## config.mk

```make
export PLATFORM = sky130hd
export DESIGN_NAME = demux_1to4_buf
export DESIGN_NICKNAME = d
export VERILOG_FILES = /design/src/rtl/demux_1to4_buf.sv
export SDC_FILE = /design/constraint.sdc
export NUM_CORES = 1
export LEC_CHECK = 0
export CAP_MARGIN = 30
export CORE_AREA = 2 2 107 213
export CTS_CLUSTER_DIAMETER = 40
export DETAILED_ROUTE_END_ITERATION = 10
export DIE_AREA = 0 0 109 215
export PLACE_DENSITY = 0.55
export SLEW_MARGIN = 5
export SYNTH_ARGS = -nofsm -noshare
export SYNTH_HDL_FRONTEND = slang
export SYNTH_SLANG_ARGS = --single-unit
export TNS_END_PERCENT = 100
```

## constraint.sdc

```tcl
create_clock -name clk_i -period 2.53 [get_ports clk_i]
set_input_delay 0.506 -clock clk_i [delete_from_list [all_inputs] [get_ports clk_i]]
set_output_delay 0.506 -clock clk_i [all_outputs]
set_load 0.02 [all_outputs]
```

## src/rtl/demux_1to4_buf.sv

```systemverilog
// Buffered 1-to-4 demux: one input word per handshake steered by select_i into one of four one-entry channel registers.
// Latency: 1 cycle from input acceptance to valid_o[n]/datan_o; one word per cycle sustained.
// Backpressure: ready_o drops only when the selected channel is full and its consumer is not draining it this cycle.
module demux_1to4_buf #(
    parameter int size = 32
) (
    input  logic            clk_i,
    input  logic            rst_i,
    input  logic [size-1:0] data_i,
    input  logic [1:0]      select_i,
    input  logic            valid_i,
    output logic            ready_o,
    output logic [size-1:0] data0_o,
    output logic [size-1:0] data1_o,
    output logic [size-1:0] data2_o,
    output logic [size-1:0] data3_o,
    output logic [3:0]      valid_o,
    input  logic [3:0]      ready_i,
    output logic [7:0]      accept_cnt_o
);

    logic [3:0]      valid_q, valid_d;
    logic [size-1:0] data_q [4];
    logic [size-1:0] data_d [4];
    logic [7:0]      cnt_q, cnt_d;
    logic            in_xfer;
    logic [3:0]      load;

    // Accept when the selected slot is empty or is being drained on this same edge.
    always_comb begin
        ready_o = !valid_q[select_i] || ready_i[select_i];
        in_xfer = valid_i && ready_o;
    end

    // Per-channel next state: a load wins over a drain so drain+fill keeps the slot full.
    always_comb begin
        valid_d = valid_q;
        cnt_d   = cnt_q;
        load    = '0;
        for (int n = 0; n < 4; n++) begin
            data_d[n] = data_q[n];
            load[n]   = in_xfer && (select_i == 2'(n));
            if (load[n]) begin
                valid_d[n] = 1'b1;
                data_d[n]  = data_i;
            end else if (ready_i[n]) begin
                // Drained (or already empty): the held word stays on the output untouched.
                valid_d[n] = 1'b0;
            end
        end
        if (in_xfer) begin
            cnt_d = cnt_q + 8'd1;
        end
    end

    // State registers; reset discards buffered words and the acceptance count.
    always_ff @(posedge clk_i) begin
        if (rst_i) begin
            valid_q <= '0;
            cnt_q   <= '0;
            for (int n = 0; n < 4; n++) begin
                data_q[n] <= '0;
            end
        end else begin
            valid_q <= valid_d;
            cnt_q   <= cnt_d;
            for (int n = 0; n < 4; n++) begin
                data_q[n] <= data_d[n];
            end
        end
    end

    assign data0_o      = data_q[0];
    assign data1_o      = data_q[1];
    assign data2_o      = data_q[2];
    assign data3_o      = data_q[3];
    assign valid_o      = valid_q;
    assign accept_cnt_o = cnt_q;

endmodule

```

=== Word-level counts from Yosys, hierarchy flattened ===
Memory sizes are Yosys's and may differ from the RTL's.
Index checks and enable logic that the tools add are counted.

* Reduce and logical (&&, ||, !) cells: 12
* Add/sub/neg operators: 1
* Muxes and demuxes: 23
* Bitwise gates (word level): 4
* Equality and inequality tests: 3
* Magnitude comparators: 1

{| class="wikitable"
|+ Operators by type and width
! kind !! number
|-
| 32-bit two-way mux || 8
|-
| 1-bit two-way mux || 13
|-
| 8-bit by 1-bit adder with 8-bit output, second input constant || 1
|-
| 2-bit nonzero test || 4
|-
| 1-bit logical AND || 5
|-
| 1-bit binary-select mux with 2-bit select || 2
|-
| 2-bit equality test, second input constant || 2
|-
| 1-bit OR || 4
|-
| 2-bit by 3-bit < comparator with 1-bit output, second input constant || 1
|-
| 2-bit by 1-bit equality test with 1-bit output, second input constant || 1
|-
| 2-bit logical NOT || 1
|-
| 1-bit logical NOT || 1
|-
| 1-bit logical OR || 1
|}

* Logic and storage cells: 50
* Memories: 1
* Output and inout port bits: 141
* Input bits: 41
* Bits in writable memories: 128
* Bits in registers: 12

{| class="wikitable"
|+ Memory list
! name !! depth !! bits a word !! read ports !! clocked after memory_dff !! write ports !! line !! text
|-
| data_q || 4 || 32 || 4 || 0 || 4 || 23 || <nowiki>logic [size-1:0] data_q [4];</nowiki>
|}

=== Depth between registers and ports, before layout ===
Gate-level depths: netlist of the first run.

* Depth in word-level cells: 8
* Gate-level depth with buffers: 7
* Gate-level depth less buffers: 5

=== Worst setup path before layout of the first run ===
Ideal clock, no wire load.

* Path type: input -> output
* Start: in select_i[1]
* End: out ready_o
* Arrival time: 1.499 ns
* Slack: 0.525 ns
* Stages: 4
* Buffers on the path: 2
* Cell sequence: buf_2 -> mux4_2 -> buf_2 -> inv_2

* Cells in the longest elaborated chain, start to end: 4
* Elaborated cells between the ends (all ways): 6
* Classes of those cells: mux: 4; reduce/logical: 2

{| class="wikitable"
|+ RTL lines
! what !! line !! text
|-
| from (decl) || 10 || <nowiki>input logic [1:0] select_i,</nowiki>
|-
| 1-bit binary-select mux with 2-bit select || 31 || <nowiki>ready_o = !valid_q[select_i] || ready_i[select_i];</nowiki>
|-
| 1-bit two-way mux (not written as such) || 31 ||
|-
| 1-bit logical NOT || 31 ||
|-
| 1-bit logical OR * || 31 ||
|-
| to (decl) || 12 || <nowiki>output logic ready_o,</nowiki>
|}

Mark *: on every way between the ends. The rest lies on a longest branch, timed or not. The select of a mux whose other input is x is not followed.

=== Final worst setup path of the first run ===
* Start: in ready_i[1]
* End: out ready_o

* Cells in the longest elaborated chain, start to end: 3

{| class="wikitable"
|+ RTL lines
! what !! line !! text
|-
| from (decl) || 18 || <nowiki>input logic [3:0] ready_i,</nowiki>
|-
| 1-bit binary-select mux with 2-bit select || 31 ||
|-
| 1-bit two-way mux (not written as such) || 31 ||
|-
| 1-bit logical OR || 31 ||
|}

No other way between the ends. The select of a mux whose other input is x is not followed.

==> results of run 1 <==
-- cell usage after synthesis (all sizes together) --
master / count / share of area (%)
a21oi: 140 / 14
and3: 2 / 0.25
buf: 3 / 0.30
clkbuf: 43 / 3.3
dfxtp: 140 / 57
ha: 1 / 0.25
inv: 2 / 0.15
mux4: 1 / 0.46
nand2: 260 / 20
nand2b: 6 / 0.76
nand3: 4 / 0.41
nand4: 2 / 0.25
nor2b: 5 / 0.63
nor3: 2 / 0.20
nor3b: 1 / 0.15
o21ai: 6 / 0.61
o31ai: 2 / 0.30
or3: 7 / 0.89
or4: 2 / 0.30
-- flip-flops by register name, indices dropped and copies added, names as in the netlist --
register	cells
valid_o	4
accept_cnt_o	8
data_q	128
-- worst max-delay path: cells and delay by family --
| kind | cells | cell delay, ns |
|---|---|---|
| buffers and inverters | 3 | 0.70 |
| and+or+nand+nor | 1 | 0.10 |
| muxes | 1 | 0.50 |
-- final cells by class --
class                      instances  area (sq um)  share of cell area [%]
tap                              276         345.3                   4.462
clock buffer                      17         425.4                   5.497
clock inverter                    15         168.9                   2.183
inverter                           2         7.507                 0.09701
multi-input combinational        441          1962                   25.35
timing repair buffer             199          2027                   26.19
sequential                       140          2803                   36.22
-- logic make-up after synthesis --
logic type / after synthesis
mux: 1
buf+inv: 48
flops: 140
compound gates: 148
fa+ha+maj: 1
simple gates: 291
-- what timing repair did --
| action | in CTS | in global routing |
|---|---|---|
| cloned | 0 | 0 |
| resized for setup | 1 | 2 |
| endpoints found under the hold margin | 0 | 0 |
| hold buffers | 0 | 0 |
| setup endpoints to repair | 1 | 1 |
-- routing by layer --
layer	track usage, %	wire length (um)
met5	0	0
met1	18.14	7361
met2	22.67	7728
met3	7.067	1998
met4	3.034	126
-- how the worst min path moves through the flow --
stage                          to  slack (ns)
floorplan           data_q[0][20]        0.53
global placement    data_q[1][21]        0.44
detailed placement   data_q[0][7]        0.45
CTS                  data_q[1][0]        0.46
global route        data_q[2][21]        0.47
finish              data_q[2][20]        0.45
-- power by group through the flow --
stage	Combinational (mW)	Clock, mW	Sequential (mW)
2_1_floorplan	0.164	0	2.45
3_3_place_gp	0.569	0	2.36
3_5_place_dp	0.574	0	2.37
4_1_cts	0.576	2.61	2.32
5_1_grt	0.615	2.69	2.32
6_report	0.570	2.52	2.32
==> metrics.md, run 1 <==
| Metric | Value |
|---|---|
| PortBufs | `181` |
| Fillers | `2286` |
| Sequential power share | `42.8%` |
| Post-Place Setup Slack | `-0.2359 ns` |
| Vias | `4836` |
| Non-filler instance count after layout | `1090` |
| GRT Util Overall | `14.56%` |
| Routed WL | `17.21 mm` |
| Layout cell share with drive strength beyond 1 | `7.002%` |
| Post-Synth XOR/XNOR Area | `0%` |
| Cell Chain, Critical Path | `clkdlybuf4s50_1 -> nor2b_1 -> mux4_2 -> inv_2 -> clkbuf_2` |
| Worst slew pin tran | `0.4364 ns` |
| Post-synthesis sequential area ratio | `56.81%` |
| Die area | `23440 sq um` |
| Die Y | `215 um` |
| Slew Viols, Final | `0` |
| Peak VDD IR | `0.3943 mV` |
| DP HPWL | `11.38 mm` |
| Status | `finished clean` |
| Skew final | `0.009218 ns` |
| Hold Path Origin | `data_q[2][20]` |
| Hold Path Class | `reg2reg` |
| Leakage Power | `2.638 nW` |
| Final worst path period share | `91.47%` |
| Pre-antenna DRT Iters | `4` |
| Core area | `21870 sq um` |
| Starting Density | `22.56%` |
| First-pass GRT wire length | `26.57 mm` |
| CP Class | `in2out` |
| RSZ-0062 raised after global routing | `no` |
| FF-to-FF Start | `valid_o[1]` |
| 1st-iter DRT viols | `249` |
| Clk_lat worst skew | `0.41 ns` |
| # setup viols final | `0` |
| Logic pwr share | `10.5%` |
| Area after DPL | `7149 sq um` |
| Power Total | `5.408 mW` |
| Cell Area, Synth | `4933 sq um` |
| Compound-Gate Fraction of Synth Area | `15.12%` |
| Vias/cell | `4.437` |
| Sw Share | `27.17%` |
| CTS sink cnt | `140` |
| Initial antenna violation count | `0` |
| Yosys warns | `0` |
| WP data required | `2.02 ns` |
| CTS tree | `done` |
| Simple-Gate Fraction of Synth Area | `23.64%` |
| Reg2Reg Depth | `5` |
| CP Capture Point | `ready_o` |
| Residual DRC count | `0` |
| Largest net degree at the start of global routing | `57` |
| Vias in the first global route | `4831` |
| Routability congestion estimate | `0.7660` |
| Worst relative slew slack | `70.91%` |
| Placed Instances | `1058` |
| Worst setup margin | `0.2158 ns` |
| Max incr delay on CP | `0.50 ns` |
| CP Capture Type | `primary output` |
| Clk slew on worst S/H paths | `0.06 ns` |
| Max Fclk | `432.1 MHz` |
| Hold WS | `0.4532 ns` |
| Mux cell area share after synthesis | `0.4565%` |
| Seq cells post-synth | `140` |
| CP max FO | `3` |
| Most common cell after layout, fill and taps aside | `nand2_1` |
| Row Count | `77` |
| CP max-delay cell | `mux4_2` |
| Critical Path Source | `ready_i[1]` |
| Syn Area/Cell | `7.843 sq um` |
| TNS Setup | `0 ns` |
| Final critical-path required period | `2.314 ns` |
| Psw | `1.469 mW` |
| Setup crit start kind | `input pin` |
| Routed len/inst | `15.79 um` |
| Largest family of logic cells by synthesized area | `simple AND/OR/NAND/NOR gates` |
| Clock power share | `46.6%` |
| Design area | `7739 sq um` |
| Util after Layout | `35.39%` |
| Fin. Hold Viols | `0` |
| MaxCap Viol Count | `0` |
| Post-synthesis cell type count | `20` |
| CP arrival | `1.81 ns` |
| Antenna fix cells | `0` |
| CTS root buffer | `clkbuf_16` |
| Clk buf depth | `2` |
| Cells after synthesis | `629` |
| H-Tree Depth | `4` |
| Area Growth Syn to Fin | `56.86%` |
| GRT overflow | `0` |
| # IOs | `182` |
| Post-synthesis adder-cell area fraction | `0.2536%` |
| Commonest cells after routing, fill and taps aside | `260 x nand2_1, 179 x clkdlybuf4s50_1, 140 x a21oi_1, 140 x dfxtp_1, 17 x clkbuf_16` |
| Setup Buffers After CTS | `0` |
| R2R Path End | `accept_cnt_o[7]` |
| Nets | `843` |
| Internal power | `3.938 mW` |
| Hold path depth | `2` |
| Post-route ant nets | `0` |
| Die width | `109 um` |
| Cts bufs inserted | `17` |
| Cell Pwr Density | `698.8 nW/um^2` |
| Post-synth net total | `671` |
| R2r setup slk | `0.60 ns` |
No activity file was read; power rests on OpenSTA's default activity.
==> run 2: changes to the inputs <==
Settings changed: ABC_AREA from default to 1, CORE_AREA 2 2 107 213 to 2 2 126 250, DIE_AREA 0 0 109 215 to 0 0 128 252, PLACE_DENSITY 0.55 to 0.53.
==> run 2 against run 1 <==
  * Sequential share of layout area shrank 7.7 points
  * Sequential cell count is the same
  * Cell area grew 27%
  * Maximum frequency shrank 4.6%
  * Cell count grew 51%
  * Global-route usage grew 0.68 points
  * Sequential power grew 3%
  * Register-to-register slack gained 0.42 ns
  * Wire length grew 40%
  * Critical path depth grew 2
  * Area after synthesis grew 40%
==> metrics.md, run 2 <==
| Metric | Value |
|---|---|
| CTS root buffer | `clkbuf_16` |
| Worst slew pin tran | `0.4962 ns (+0.05978 ns)` |
| Die area | `32260 sq um (+38%)` |
| Clk_lat worst skew | `0.44 ns (+0.03 ns)` |
| Hold path depth | `2 (unchanged)` |
| Syn Area/Cell | `6.251 sq um (-20%)` |
| Most common cell after layout, fill and taps aside | `inv_1` |
| Final critical-path required period | `2.425 ns (+0.1109 ns)` |
| Cts bufs inserted | `17 (unchanged)` |
| Hold buffers post-CTS | `0 (unchanged)` |
| Starting Density | `22.87% (+0.31 points)` |
| Hold Path Origin | `valid_o[3]` |
| R2r setup slk | `1.02 ns (+0.42 ns)` |
| Status | `finished clean` |
| Commonest cells after routing, fill and taps aside | `297 x inv_1, 290 x nand2_1, 178 x clkdlybuf4s50_1` |
| Setup Buffers After CTS | `0 (unchanged)` |
| Nets | `1303 (+55%)` |
| CP max FO | `8 (+5)` |
| Worst relative slew slack | `66.92% (-4.0 points)` |
| RSZ-0062 raised after global routing | `no` |
| Layout cell share with drive strength beyond 1 | `5.730% (-1.3 points)` |
| Post-synthesis sequential area ratio | `40.61% (-16 points)` |
| Async S/R FF share, synth | `0% (unchanged)` |
| Synth area leader | `dfxtp_1` |
| Routability congestion estimate | `0.8258 (+7.8%)` |
| Setup crit start kind | `input pin` |
| Yosys warns | `0 (unchanged)` |
| Max Fclk | `412.4 MHz (-4.6%)` |
| Post-synth net total | `1146 (+71%)` |
| Vias/cell | `4.153 (-6.4%)` |
| Seq cells post-synth | `140 (unchanged)` |
| Leakage Power | `4.718 nW (+79%)` |
| Post-synthesis cell type count | `21 (+5.0%)` |
| Largest net degree at the start of global routing | `75 (+32%)` |
| CTS tree | `done` |
| 1st-iter DRT viols | `260 (+4.4%)` |
| Max reg flops | `128 (unchanged)` |
| MaxCap Viol Count | `0 (unchanged)` |
| Dominant synthesized flop cell | `dfxtp_1` |
| Area Growth Syn to Fin | `42.42%` |
| Reg2Reg Depth | `9 (+4)` |
| Largest cells by area after synthesis | `dfxtp_1 41%, inv_1 16%, nand2_1 16%` |
| GRT Util Overall | `15.24% (+0.68 points)` |
| CTS sink cnt | `140 (unchanged)` |
| Top cell type's share of synthesized area | `40.61% (-16 points)` |
| Clk slew on worst S/H paths | `0.07 ns (about the same)` |
| PortBufs | `181 (unchanged)` |
| CP Class | `in2out` |
| Post-route ant nets | `0 (unchanged)` |
| CP Capture Type | `primary output` |
| Antenna fix cells | `0 (unchanged)` |
| Slew Viols, Final | `0 (unchanged)` |
| Row Count | `90 (+17%)` |
| Largest reg by FF count | `data_q` |
| Routed len/inst | `14.69 um (-7.0%)` |
| Initial antenna violation count | `0 (unchanged)` |
| EDFF count, synth | `0 (unchanged)` |
| # setup viols final | `0 (unchanged)` |
| Peak VDD IR | `0.4609 mV (+17%)` |
| Routed WL | `24.12 mm (+40%)` |
| DP HPWL | `16.65 mm (+46%)` |
| GRT overflow | `0 (unchanged)` |
| Cell Area, Synth | `6902 sq um (+40%)` |
| Clk buf depth | `2 (unchanged)` |
| # IOs | `182 (unchanged)` |
| Pre-antenna DRT Iters | `4 (unchanged)` |
| Die Y | `252 um (+17%)` |
| H-Tree Depth | `4 (unchanged)` |
| Skew final | `0.01117 ns (+0.001955 ns)` |
| R2R Path End | `data_q[1][29]` |
| Core area | `30180 sq um (+38%)` |
| Vias | `6819 (+41%)` |
| FF-to-FF Start | `valid_o[0]` |
| Die width | `128 um (+17%)` |
| Final worst path period share | `95.85% (+4.4 points)` |
| WP data required | `2.02 ns (about the same)` |
| Fin. Hold Viols | `0 (unchanged)` |
| Hold Path Class | `reg2reg` |
| Hold WS | `0.4908 ns (+0.03756 ns)` |
| TNS Setup | `0 ns (unchanged)` |
| # resized after CTS | `0 (-1)` |
| Vias in the first global route | `6633 (+37%)` |
| CP arrival | `1.92 ns (+0.11 ns)` |
| WHS Endpoint | `valid_o[3]` |
| Cell Pwr Density | `606.3 nW/um^2 (-13%)` |
| Cells after synthesis | `1104 (+76%)` |
| Most common cell in the synthesized netlist | `inv_1` |
| Residual DRC count | `0 (unchanged)` |
| First-pass GRT wire length | `36.99 mm (+39%)` |
| Top post-synthesis cells by count | `298 x inv_1, 290 x nand2_1, 140 x dfxtp_1, 138 x nor2_1, 128 x nand4_1` |
run 2: cell types whose count changed after synthesis, sizes merged, moves of 28 or more:
cell    before  now
nor2         0  139
clkbuf      43   15
a21oi      140   10
buf          3   56
nand2      260  292
nand4        2  128
inv          2  301
run 2: metrics by stage:
step                total power [mW]  cell area (sq um)  instances  util [%]  setup WS [ns]
finish                         5.959               9829       1642     32.57         0.1049
global route                   6.255               9829       1642     32.57        0.03562
floorplan                      3.032               6902       1104         -         0.6294
detailed placement             3.538               9253       1610     30.66        0.06863
global placement               3.530               9253       1610     30.66        0.08850
CTS                            6.067               9827       1642     32.56        0.05501
run 2: cell families (layout without fill, tap and decap cells):
family                   Yosys count  count (layout)  synth area share [%]
AND/OR/NAND/NOR                  575             575                 36.53
AO/OA/AOI/OAI                     13              13                0.9427
flip-flops                       140             140                 40.61
adder cells (fa/ha/maj)            1               1                0.1813
XOR/XNOR                           3               3                0.3808
buffers and inverters            372             542                 21.36
run 2: area by class of cell:
cell class / instances / area, sq um
clock inverter: 9 / 86.33
tap: 368 / 460.4
timing repair buffer: 209 / 2195
multi-input combinational: 592 / 2665
sequential: 140 / 2803
fill: 3346 / 20350
clock buffer: 23 / 488.0
inverter: 301 / 1132
run 2: worst max path at each step:
stage	from	to	slack, ns
2_1_floorplan	select_i[0]	ready_o	0.63
3_3_place_gp	select_i[0]	ready_o	0.09
3_5_place_dp	select_i[0]	ready_o	0.07
5_1_grt	select_i[1]	ready_o	0.04
6_report	select_i[1]	ready_o	0.10
4_1_cts	select_i[0]	ready_o	0.06
run 2: power breakdown:
group          total (mW)  leakage (nW)  switching (mW)  internal (mW)
logic                1.08          3.29           0.631          0.450
registers            2.40          1.14          0.0757           2.32
clock network        2.48         0.280            1.02           1.46
total                5.96          4.72            1.73           4.23
run 2: metal layers:
metal / GRT usage [%] / wire [um]
met5: 0 / 0
met1: 16.04 / 9445
met3: 2.629 / 770
met2: 28.08 / 12980
met4: 8.603 / 917
run 2: critical path: stages:
cell,delay (ns)
clkdlybuf4s50_1,0.64
inv_2,0.07
nand3_1,0.08
nand2_1,0.07
nor2_1,0.18
nand2_4,0.17
buf_4,0.20
